<file path="src/rtl/inst_fetch_ctrl_pkg.sv">
// Shared CPU fetch definitions: reset vector and fetch FSM state encodings.
package inst_fetch_ctrl_pkg;

   localparam logic [31:0] DEFAULT_RESET_PC = 32'hBFC0_0000;

   typedef enum logic [1:0] {
      IDLE = 2'd0,
      REQ  = 2'd1,
      WAIT = 2'd2,
      HOLD = 2'd3
   } fetch_state_e;

endpackage

</file>
<file path="src/rtl/inst_fetch_ctrl_if.sv">
// SRAM-like instruction bus: one request channel (req/addr_ok) and one reply channel (data_ok/rdata).
interface inst_fetch_ctrl_if;

   logic        inst_req;
   logic [31:0] inst_addr;
   logic        inst_addr_ok;
   logic        inst_data_ok;
   logic [31:0] inst_rdata;

   modport master (
      output inst_req,
      output inst_addr,
      input  inst_addr_ok,
      input  inst_data_ok,
      input  inst_rdata
   );

   modport slave (
      input  inst_req,
      input  inst_addr,
      output inst_addr_ok,
      output inst_data_ok,
      output inst_rdata
   );

endinterface

</file>
<file path="src/rtl/inst_fetch_ctrl.sv">
// Fetch controller: owns pcF, issues one instruction-bus request at a time and
// drops the reply of any request that a redirect has overtaken.
module inst_fetch_ctrl
   import inst_fetch_ctrl_pkg::*;
#(
   parameter logic [31:0] RESET_PC = DEFAULT_RESET_PC
) (
   input  logic                      clk,
   input  logic                      rst,
   input  logic [31:0]               pc_next,
   input  logic                      redirectM,
   input  logic                      stallF,
   inst_fetch_ctrl_if.master         bus,
   output logic [31:0]               pcF,
   output logic [31:0]               instrF,
   output logic                      instF_valid,
   output logic                      i_stall
);

   fetch_state_e state, state_d;
   logic [31:0]  addr_q, addr_d;
   logic [31:0]  pc_d;
   logic [31:0]  instr_d;
   logic         cancel, cancel_d;

   always_ff @(posedge clk or posedge rst) begin
      if (rst) begin
         state <= IDLE;
      end else begin
         state <= state_d;
      end
   end

   // A redirect always retargets pcF; a reply that arrives while cancel is set
   // (or together with the redirect) is discarded and the new pcF is refetched.
   always_comb begin
      state_d  = state;
      pc_d     = pcF;
      addr_d   = addr_q;
      instr_d  = instrF;
      cancel_d = cancel;
      if (redirectM) begin
         pc_d = pc_next;
      end
      case (state)
         IDLE: begin
            addr_d  = pc_d;
            state_d = REQ;
         end
         REQ: begin
            if (redirectM) begin
               cancel_d = 1'b1;
            end
            if (bus.inst_addr_ok) begin
               state_d = WAIT;
            end
         end
         WAIT: begin
            if (bus.inst_data_ok) begin
               if (cancel || redirectM) begin
                  cancel_d = 1'b0;
                  addr_d   = pc_d;
                  state_d  = REQ;
               end else begin
                  instr_d = bus.inst_rdata;
                  state_d = HOLD;
               end
            end else if (redirectM) begin
               cancel_d = 1'b1;
            end
         end
         HOLD: begin
            if (!stallF || redirectM) begin
               pc_d    = pc_next;
               addr_d  = pc_next;
               state_d = REQ;
            end
         end
         default: begin
            state_d = IDLE;
         end
      endcase
   end

   always_ff @(posedge clk or posedge rst) begin
      if (rst) begin
         pcF    <= RESET_PC;
         addr_q <= RESET_PC;
         instrF <= 32'h0;
         cancel <= 1'b0;
      end else begin
         pcF    <= pc_d;
         addr_q <= addr_d;
         instrF <= instr_d;
         cancel <= cancel_d;
      end
   end

   assign bus.inst_req  = (state == REQ);
   assign bus.inst_addr = addr_q;
   assign instF_valid   = (state == HOLD);
   assign i_stall       = (state != HOLD);

endmodule

</file>
<file path="src/flat_wrapper.sv">
// flat-port wrapper written by rule: the top's interface ports become plain ports
module inst_fetch_ctrl_flat import inst_fetch_ctrl_pkg::*;
#(
   parameter logic [31:0] RESET_PC = DEFAULT_RESET_PC
)
  (clk, rst, pc_next, redirectM, stallF, pcF, instrF, instF_valid, i_stall, bus_inst_req, bus_inst_addr, bus_inst_addr_ok, bus_inst_data_ok, bus_inst_rdata);
  inst_fetch_ctrl_if bus_i ();
  input  logic clk;
  input  logic rst;
  input  logic [31:0] pc_next;
  input  logic redirectM;
  input  logic stallF;
  output logic [31:0] pcF;
  output logic [31:0] instrF;
  output logic instF_valid;
  output logic i_stall;
  output wire logic [$bits(bus_i.inst_req)-1:0] bus_inst_req;
  output wire logic [$bits(bus_i.inst_addr)-1:0] bus_inst_addr;
  input wire logic [$bits(bus_i.inst_addr_ok)-1:0] bus_inst_addr_ok;
  input wire logic [$bits(bus_i.inst_data_ok)-1:0] bus_inst_data_ok;
  input wire logic [$bits(bus_i.inst_rdata)-1:0] bus_inst_rdata;
  assign bus_inst_req = bus_i.inst_req;
  assign bus_inst_addr = bus_i.inst_addr;
  assign bus_i.inst_addr_ok = bus_inst_addr_ok;
  assign bus_i.inst_data_ok = bus_inst_data_ok;
  assign bus_i.inst_rdata = bus_inst_rdata;
  inst_fetch_ctrl #(.RESET_PC(RESET_PC)) u_core (.clk(clk), .rst(rst), .pc_next(pc_next), .redirectM(redirectM), .stallF(stallF), .bus(bus_i), .pcF(pcF), .instrF(instrF), .instF_valid(instF_valid), .i_stall(i_stall));
endmodule
</file>
<file path="config.mk">
export PLATFORM = sky130hd
export DESIGN_NAME = inst_fetch_ctrl_flat
export DESIGN_NICKNAME = d
export VERILOG_FILES = /design/src/rtl/inst_fetch_ctrl_pkg.sv /design/src/rtl/inst_fetch_ctrl_if.sv /design/src/rtl/inst_fetch_ctrl.sv /design/src/flat_wrapper.sv
export SDC_FILE = /design/constraint.sdc
export NUM_CORES = 1
export LEC_CHECK = 0
export ABC_AREA = 1
export BUFFER_PORTS_ARGS = -buffer_cell sky130_fd_sc_hd__buf_2
export CAP_MARGIN = 20
export CORE_ASPECT_RATIO = 1.5
export CORE_UTILIZATION = 50
export DETAILED_ROUTE_END_ITERATION = 8
export PLACE_DENSITY = 0.8
export SETUP_SLACK_MARGIN = 0.15
export SLEW_MARGIN = 20
export SYNTH_ARGS = -nofsm -noshare
export SYNTH_HDL_FRONTEND = slang
export SYNTH_SLANG_ARGS = --single-unit
</file>
<file path="constraint.sdc">
create_clock -name clk -period 4.8 [get_ports clk]
set_clock_uncertainty 0.2 [all_clocks]
set_input_delay 1.44 -clock clk [delete_from_list [all_inputs] [get_ports clk]]
set_output_delay 1.44 -clock clk [all_outputs]
set_load 0.02 [all_outputs]
</file>
==> results.json <==
{
  "track_usage_pct": 24.8,
  "power_switching_mw": 1.84,
  "start_kind": "flop",
  "drc": 0,
  "worst_pin_slew_ns": 0.971,
  "synth_cells": 679,
  "outcome": "finished clean",
  "max-cap-violations": 0,
  "r2r_start": "u_core.state[1]",
  "ios": 169,
  "synth_top_cell_by_area": "dfrtp_1",
  "routedWlPerCell_um": 12.9,
  "syn_area_um2": 4990,
  "synth_nets": 754,
  "grt_pass1_vias": 4412,
  "clkSinkCount": 99,
  "rows": 44,
  "hold_buffers": 0,
  "switching_share_pct": 45.2,
  "ant_nets": 0,
  "vias": 4599,
  "netlist.area_leader.share_pct": 40.7,
  "pwr-share-seq_pct": 37.6,
  "grt_antenna_before_repair": 1,
  "core_um2": 9690,
  "syn_area_per_cell_um2": 7.34,
  "slew-limit-headroom_pct": 35.1,
  "root_buffer": "clkbuf_16",
  "critical_path_arrival_ns": 1.89,
  "post_cts_buffers": 0,
  "finalHoldViolations": 0,
  "peakVddDrop_v": 0.000361,
  "grt_max_degree": 65,
  "p_int_mw": 2.23,
  "worstHoldStart": "u_core.bus.inst_addr[25]",
  "numPortBuffers": 168,
  "cts_tree": "built",
  "cts_resized": 0,
  "gr-total-overflow": 0,
  "ys_seq_elements": 99,
  "layout-drive-gt1-share_pct": 26.9,
  "period_needed_ns": 3.53,
  "clk_pin_slew_ns": 0.07,
  "gp_congestion": 0.837,
  "drt_pre_antenna_iters": 5,
  "ys_types": 20,
  "drv_slew": 0,
  "combPwrFrac_pct": 46.1,
  "fin_crit_sh_pct": 73.5,
  "initial_utilization_pct": 51.5,
  "path_class": "reg -> out",
  "dpl.hpwl_um": 8720,
  "max_freq_mhz": 284,
  "clock_latency_ns": 0.34,
  "holdWs_ns": 0.268,
  "yosysSeqAreaShare_pct": 50.1,
  "crit_path_end_kind": "primary output",
  "rsz0062_at_grt": "no",
  "setup_viol": 0,
  "area_delta_synth_final_pct": 22.5,
  "die_y_um": 124,
  "die_area_um2": 10400,
  "cts.path.max_buffers": 2,
  "yosys_warnings": 0,
  "wl_um": 12200,
  "cts_buffers": 9,
  "drtIter0Drc": 293,
  "setup_tns_ns": 0,
  "hold_path_class": "reg -> reg",
  "synthTopCellsByArea": "dfrtp_1, nand2_1, dfstp_2, inv_1, o21ai_0",
  "viasPerCell": 4.84,
  "crit_path_start": "u_core.state[1]",
  "crit_required_ns": 3.16,
  "p_per_area_nw_per_um2": 666,
  "cp_max_fo": 22,
  "fin_nets": 906,
  "diodes": 0,
  "cellLeakagePower_nw": 3.84,
  "cts_max_level": 3,
  "grt_pass1_wl_um": 20500,
  "power_mw": 4.06,
  "power_frac_clock_pct": 16.3,
  "die_w_um": 83.5,
  "nFillCells": 912
}
critical path, stage by stage, from the launching register on:
cell	delay [ns]
dfrtp_1	0.44
ha_1	0.75
inv_1	0.15
buf_2	0.21
Yosys cell counts:
master,n
inv_4,1
a21oi_1,2
o21ai_1,20
clkbuf_1,8
a31oi_1,1
nand2_2,12
o21ai_0,46
nor2_4,2
nand2_1,318
dfrtp_1,81
dfstp_2,18
buf_2,20
nand3_1,33
buf_6,2
ha_1,5
nand3_2,1
nand3_4,2
buf_8,1
buf_4,1
inv_1,105
routing by layer:
layer / share of wire [%] / wire length [um] / up-vias / track usage (%)
li1: - / - / 2330 / -
met5: 0 / 0 / - / 0
met2: 50 / 6110 / 161 / 41.1
met4: 3.8 / 471 / 0 / 14.3
met3: 5.7 / 702 / 29 / 4.90
met1: 41 / 4960 / 2079 / 29.9
layout make-up:
class / count / area [um^2] / share of cell area (%)
clock inverter: 7 / 45.0 / 0.738
multi-input combinational: 442 / 1910 / 31.3
sequential: 99 / 2500 / 40.9
clock buffer: 9 / 225 / 3.69
inverter: 106 / 403 / 6.60
timing repair buffer: 173 / 878 / 14.4
tap: 115 / 144 / 2.36
worst paths after layout:
kind,end,slack [ns],depth (start not counted)
hold reg to reg,u_core.bus.inst_addr[25],0.27,2
hold / removal,u_core.bus.inst_addr[25],0.27,2
min in group asynchronous,u_core.pcF[30],0.97,2
setup reg to reg,u_core.bus.inst_addr[20],1.68,6
setup / recovery,i_stall,1.27,3
max in group asynchronous,u_core.bus.inst_addr[29],2.65,3
metrics by stage:
step	setup WS, ns	instance area, um^2	utilization, %	std cells
6_report	1.27	6110	63.0	951
5_1_grt	1.18	6110	63.0	951
4_1_cts	1.27	6110	63.0	951
3_5_place_dp	1.30	5840	60.2	935
3_3_place_gp	1.36	5840	60.2	935
2_1_floorplan	0.599	4990	-	679
logic make-up (layout without fill, tap and decap cells):
group | Yosys count | after routing | share of synthesized area (%)
simple gates | 368 | 368 | 30.1
flops | 99 | 99 | 50.1
compound gates | 69 | 69 | 6.95
buf+inv | 138 | 295 | 11.5
fa+ha+maj | 5 | 5 | 1.25
layout by cell type (no fill, tap or decap):
cell type	Yosys	final
inv_1	105	104
nand3_1	33	33
clkinv_1	0	1
clkinv_4	0	1
nand2_1	318	318
o21ai_1	20	20
nor2_4	2	2
ha_1	5	5
clkinvlp_4	0	3
dfrtp_1	81	81
clkbuf_16	0	9
nand3_2	1	1
nand2_2	12	12
inv_4	1	2
a31oi_1	1	1
buf_2	20	168
clkinv_2	0	2
dfstp_2	18	18
a21oi_1	2	2
o21ai_0	46	46
nand3_4	2	2
buf_4	1	5
sequential cells by signal, summed over array words and instances, names as in the netlist:
register and cells:
u_core.bus.inst_addr 32, u_core.instrF 32, u_core.pcF 32, u_core.cancel 1
u_core.state 2
power groups by stage:
stage	Combinational, mW	Sequential [mW]	Clock [mW]
floorplan	0.861	1.96	0
global placement	1.84	1.54	0
detailed placement	1.90	1.53	0
CTS	1.89	1.53	0.677
global route	2.08	1.58	0.713
finish	1.87	1.53	0.661
Power figures use the tool's default switching activity.
